### config.mk
export PLATFORM = sky130hd
export DESIGN_NAME = uart_tx_fifo
export DESIGN_NICKNAME = d
export VERILOG_FILES = /design/src/rtl/uart_tx_fifo.sv
export SDC_FILE = /design/constraint.sdc
export NUM_CORES = 1
export LEC_CHECK = 0
export CORE_ASPECT_RATIO = 1.1
export CORE_UTILIZATION = 49
export CTS_CLUSTER_DIAMETER = 50
export CTS_CLUSTER_SIZE = 12
export DETAILED_ROUTE_END_ITERATION = 8
export HOLD_SLACK_MARGIN = 0.15
export PLACE_DENSITY = 0.66
export SYNTH_ARGS = -nofsm -noshare
export SYNTH_HDL_FRONTEND = slang
export SYNTH_SLANG_ARGS = --single-unit
### constraint.sdc
create_clock -name SYS_CLK -period 4 [get_ports SYS_CLK]
set_clock_uncertainty 0.2 [all_clocks]
set_input_delay 0.6 -clock SYS_CLK [delete_from_list [all_inputs] [get_ports SYS_CLK]]
set_output_delay 0.6 -clock SYS_CLK [all_outputs]
set_load 0.005 [all_outputs]
### src/rtl/uart_tx_fifo.sv
// Buffered UART transmitter: a FIFO feeds a frame FSM that serialises each byte
// LSB-first with start bit, optional parity and one or two stop bits.
module uart_tx_fifo #(
  parameter int CLK_FREQ   = 100_000_000,
  parameter int BAUD       = 115_200,
  parameter int DATA_BITS  = 8,
  parameter int PARITY_EN  = 0,
  parameter int PARITY_ODD = 0,
  parameter int STOP_BITS  = 1,
  parameter int FIFO_DEPTH = 16
) (
  input  logic                          SYS_CLK,
  input  logic                          SYS_RST,
  input  logic [DATA_BITS-1:0]          i_DATA,
  input  logic                          i_WR,
  output logic                          o_FULL,
  output logic                          o_EMPTY,
  output logic [$clog2(FIFO_DEPTH):0]   o_COUNT,
  output logic                          o_OVERFLOW,
  output logic                          o_BUSY,
  output logic                          o_TX
);
  localparam int CPB = CLK_FREQ / BAUD;
  localparam int CW  = (CPB > 1) ? $clog2(CPB) : 1;
  localparam int AW  = $clog2(FIFO_DEPTH);

  typedef enum logic [2:0] {IDLE, START, DATA, PARITY, STOP} state_t;
  state_t state, state_n;

  logic [DATA_BITS-1:0] mem [FIFO_DEPTH];
  logic [AW-1:0]        wr_ptr, rd_ptr;
  logic [AW:0]          count;
  logic [CW-1:0]        baud_cnt;
  logic [3:0]           bit_cnt;
  logic [DATA_BITS-1:0] shift_q, shift_n;
  logic                 par_q, tx_q, tx_n, ovf_q;
  logic                 pop, wr_ok, bit_tick, full, empty;

  assign full     = (count == (AW+1)'(FIFO_DEPTH));
  assign empty    = (count == '0);
  assign wr_ok    = i_WR && !full;
  assign bit_tick = (baud_cnt == CW'(CPB - 1));

  // Full is judged on the registered count, so a same-edge pop never rescues a write.
  always_ff @(posedge SYS_CLK or posedge SYS_RST) begin
    if (SYS_RST) begin
      wr_ptr <= '0;
      rd_ptr <= '0;
      count  <= '0;
      ovf_q  <= 1'b0;
    end else begin
      if (wr_ok) wr_ptr <= wr_ptr + 1'b1;
      if (pop)   rd_ptr <= rd_ptr + 1'b1;
      if (i_WR && full) ovf_q <= 1'b1;
      case ({wr_ok, pop})
        2'b10:   count <= count + 1'b1;
        2'b01:   count <= count - 1'b1;
        default: count <= count;
      endcase
    end
  end

  always_ff @(posedge SYS_CLK) begin
    if (wr_ok) mem[wr_ptr] <= i_DATA;
  end

  always_comb begin
    state_n = state;
    pop     = 1'b0;
    shift_n = shift_q;
    case (state)
      IDLE:   if (!empty) begin pop = 1'b1; state_n = START; end
      START:  if (bit_tick) state_n = DATA;
      DATA:   if (bit_tick) begin
                shift_n = shift_q >> 1;
                if (bit_cnt == 4'(DATA_BITS - 1))
                  state_n = (PARITY_EN != 0) ? PARITY : STOP;
              end
      PARITY: if (bit_tick) state_n = STOP;
      STOP:   if (bit_tick && bit_cnt == 4'(STOP_BITS - 1)) begin
                if (!empty) begin pop = 1'b1; state_n = START; end
                else state_n = IDLE;
              end
      default: state_n = IDLE;
    endcase
    if (pop) shift_n = mem[rd_ptr];
    // Line level follows the state being entered so o_TX stays a plain register.
    case (state_n)
      START:   tx_n = 1'b0;
      DATA:    tx_n = shift_n[0];
      PARITY:  tx_n = par_q;
      default: tx_n = 1'b1;
    endcase
  end

  always_ff @(posedge SYS_CLK or posedge SYS_RST) begin
    if (SYS_RST) begin
      state    <= IDLE;
      baud_cnt <= '0;
      bit_cnt  <= '0;
      shift_q  <= '0;
      par_q    <= 1'b0;
      tx_q     <= 1'b1;
    end else begin
      state   <= state_n;
      shift_q <= shift_n;
      tx_q    <= tx_n;
      if (pop) par_q <= (PARITY_ODD != 0) ? ~^mem[rd_ptr] : ^mem[rd_ptr];
      if (state_n != state) begin
        baud_cnt <= '0;
        bit_cnt  <= '0;
      end else if (bit_tick) begin
        baud_cnt <= '0;
        bit_cnt  <= bit_cnt + 1'b1;
      end else if (state != IDLE) begin
        baud_cnt <= baud_cnt + 1'b1;
      end
    end
  end

  assign o_TX       = tx_q;
  assign o_BUSY     = (state != IDLE);
  assign o_FULL     = full;
  assign o_EMPTY    = empty;
  assign o_COUNT    = count;
  assign o_OVERFLOW = ovf_q;
endmodule

==> reports/metrics.yaml <==
status: "completed"
post_cts_buffers: 0
grt_pass1_vias: 3799
cp_common_cell: "ha_1"
clk_latency_ns: 0.42
crit_required_ns: 4.14
cts_resized: 0
first_pass_iters: 4
synth.cell_area_sq_mm: 0.00708
seq_area_frac_synth: 0.688
portBuffers: 20
startpoint_type: "flip-flop"
grt_pass1_wl_mm: 20.9
crit_path_end_kind: "flip-flop"
drv_slew: 0
cts_tree: "done"
fin_crit_sh: 0.834
grt_use_total: 0.197
path_delay_family: "simple AND/OR/NAND/NOR gates"
synth_ff_type: "edfxtp_1"
utilization: 0.578
total_leakage_power_nw: 2.89
p_per_area_mw_per_mm2: 699
h-tree-depth: 4
drt-initial-drc-count: 199
setup_violations: 0
wl_per_cell_um: 19.6
clock-sinks: 169
cts-root-buf: "clkbuf_16"
synth_cells: 445
worst_slack_ns: 0.665
critPathMaxFanout: 9
pre_cts_ws_ns: 0.661
hpwl_mm: 8.51
gp_congestion: 0.811
wl_mm: 13.1
fmax_mhz: 300
via_per_inst: 5.56
criticalPathCategory: "reg -> reg"
grt_antenna_before_repair: 0
crit_arrival_ns: 3.48
ant_nets: 0
fin_worst_hold_slack_ns: 0.292
vias: 3729
core-area_sq_mm: 0.0140
path_buf_inv: 1
drive_above_1_share: 0.159
synth-async-reset-ratio: 0.243
peakVddDrop_v: 0.000355
period_minus_slack_ns: 3.34
worst_slew_margin_rel: 0.431
n_antenna_cell: 0
boundaryPins: 21
fp-row-count: 45
nets: 492
die_area_sq_mm: 0.0149
areaGrowthSynthToFinish_pct: 14.0
die_x_um: 117
cts_buffer_depth: 2
fp.dieH_um: 128
fin_total_pwr_mw: 5.64
initial_core_util: 0.507
synth_fp_nets: 467
postCtsHoldBufs: 0
finalHoldViolations: 0
numCtsBuffers: 17
rsz0062_at_grt: "false"
clkSlewWorstSetupHoldPaths_ns: 0.06
critPathSlowestCell: "or3b_2"
crit_path_cell_trace: "inv_1 > ha_1 > or3b_2 > nor4_1 > o211a_1 > ha_1 > xor2_1 > ha_1 > a41oi_1 > o21a_1 > mux2i_1 > xnor2_1"
hold_path.class: "in -> async"
tns_ns: 0
drc: 0
yosysWarnings: 0
drv_cap: 0
grt_max_degree: 35
synth_seq_cells: 169
synth_cell_type_count: 43
synth-edff-count: 128
tightest_slew_ns: 0.853
grt_overflow: 0
syn_area_per_cell_sq_um: 15.9
critPathMaxStageDelay_ns: 0.47
==> final timing paths <==
| path | from | end | slack, ns | cells after the start |
|---|---|---|---|---|
| setup / recovery | bit_cnt[0] | o_COUNT[4] | 0.66 | 12 |
| hold / removal | SYS_RST | baud_cnt[2] | 0.29 | 2 |
| setup reg to reg | bit_cnt[0] | o_COUNT[4] | 0.66 | 12 |
| hold reg to reg | o_OVERFLOW | o_OVERFLOW | 0.31 | 1 |
| max in group asynchronous | SYS_RST | o_TX | 2.58 | 3 |
| min in group SYS_CLK | o_OVERFLOW | o_OVERFLOW | 0.31 | 1 |
==> cell usage in the layout, fill, tap and decap left out, types with 11 or more instances in the layout <==
| cell | count |
|---|---|
| edfxtp_1 | 128 |
| xor2_1 | 15 |
| nor2_1 | 35 |
| ha_1 | 11 |
| clkdlybuf4s50_1 | 20 |
| a22oi_1 | 17 |
| nand2_1 | 39 |
| mux4_2 | 32 |
| xnor2_1 | 17 |
| o21ai_0 | 14 |
| clkbuf_16 | 17 |
| dfrtp_1 | 39 |
==> cell type report <==
| cell class | instances | area [sq um] |
|---|---|---|
| tap | 188 | 235 |
| clock inverter | 14 | 146 |
| inverter | 11 | 41.3 |
| sequential | 169 | 4870 |
| timing repair buffer | 29 | 280 |
| clock buffer | 18 | 429 |
| fill | 1121 | 5900 |
| multi-input combinational | 242 | 2060 |
==> metal layers <==
layer | share of wire | track usage | vias up
met5 | 0 | 0 | -
met4 | 0.0097 | 0.0581 | 0
met3 | 0.044 | 0.0482 | 11
met2 | 0.51 | 0.318 | 84
met1 | 0.44 | 0.266 | 1907
li1 | - | - | 1727
==> report_power, final <==
group | total (mW) | switching (mW) | leakage [nW] | internal [mW]
registers | 2.43 | 0.257 | 1.67 | 2.17
clock network | 1.59 | 0.673 | 0.274 | 0.922
logic | 1.61 | 0.804 | 0.950 | 0.807
total | 5.64 | 1.73 | 2.89 | 3.90
==> Yosys cell counts (2+ instances only) <==
library cell  number  area, sq um
nor2b_1            3         18.8
nor2_1            35          131
nand3_1            3         15.0
xor2_1            15          131
clkbuf_1           9         33.8
ha_1              11          138
buf_2              6         30.0
or3_1              3         18.8
buf_1              6         22.5
nand2_1           39          146
nand2b_1           4         25.0
xnor2_1           17          149
mux2i_1           10          100
nor4_1             2         12.5
a41oi_1            2         17.5
and3_1             2         12.5
a22oi_1           17          128
inv_1             11         41.3
nor3_1             5         25.0
o21ai_0           14         70.1
dfrtp_1           40         1000
mux4_2            32          721
nand4_1            6         37.5
a21oi_1            6         30.0
mux2_2             2         22.5
edfxtp_1         128         3840
==> worst register-to-register path: cells and delay by family, from the launching register on <==
kind | cells | cell delay (ns)
simple gates | 2 | 0.77
flops | 1 | 0.42
compound gates | 3 | 0.64
mux | 1 | 0.22
xor+xnor | 2 | 0.27
buf+inv | 1 | 0.08
fa+ha+maj | 3 | 0.68
==> metrics by stage <==
step | area (sq um) | cells
floorplan | 7080 | 445
global placement | 7490 | 639
detailed placement | 7490 | 639
CTS | 8070 | 671
global route | 8070 | 671
finish | 8070 | 671
==> flip-flops by register name (all words and copies together) (netlist names), 3 cells and up <==
register,count
mem,128
baud_cnt,10
shift_q,8
o_COUNT,5
bit_cnt,4
rd_ptr,4
wr_ptr,4
state,3
==> cells by family (layout without fill, tap and decap cells) <==
group	Yosys count	after routing	synth area share
buf+inv	34	72	0.0203
xor+xnor	32	32	0.0396
compound gates	48	48	0.0449
flops	169	169	0.688
mux	44	44	0.119
simple gates	107	107	0.0682
fa+ha+maj	11	11	0.0194
(Power assumes the default switching activity.)
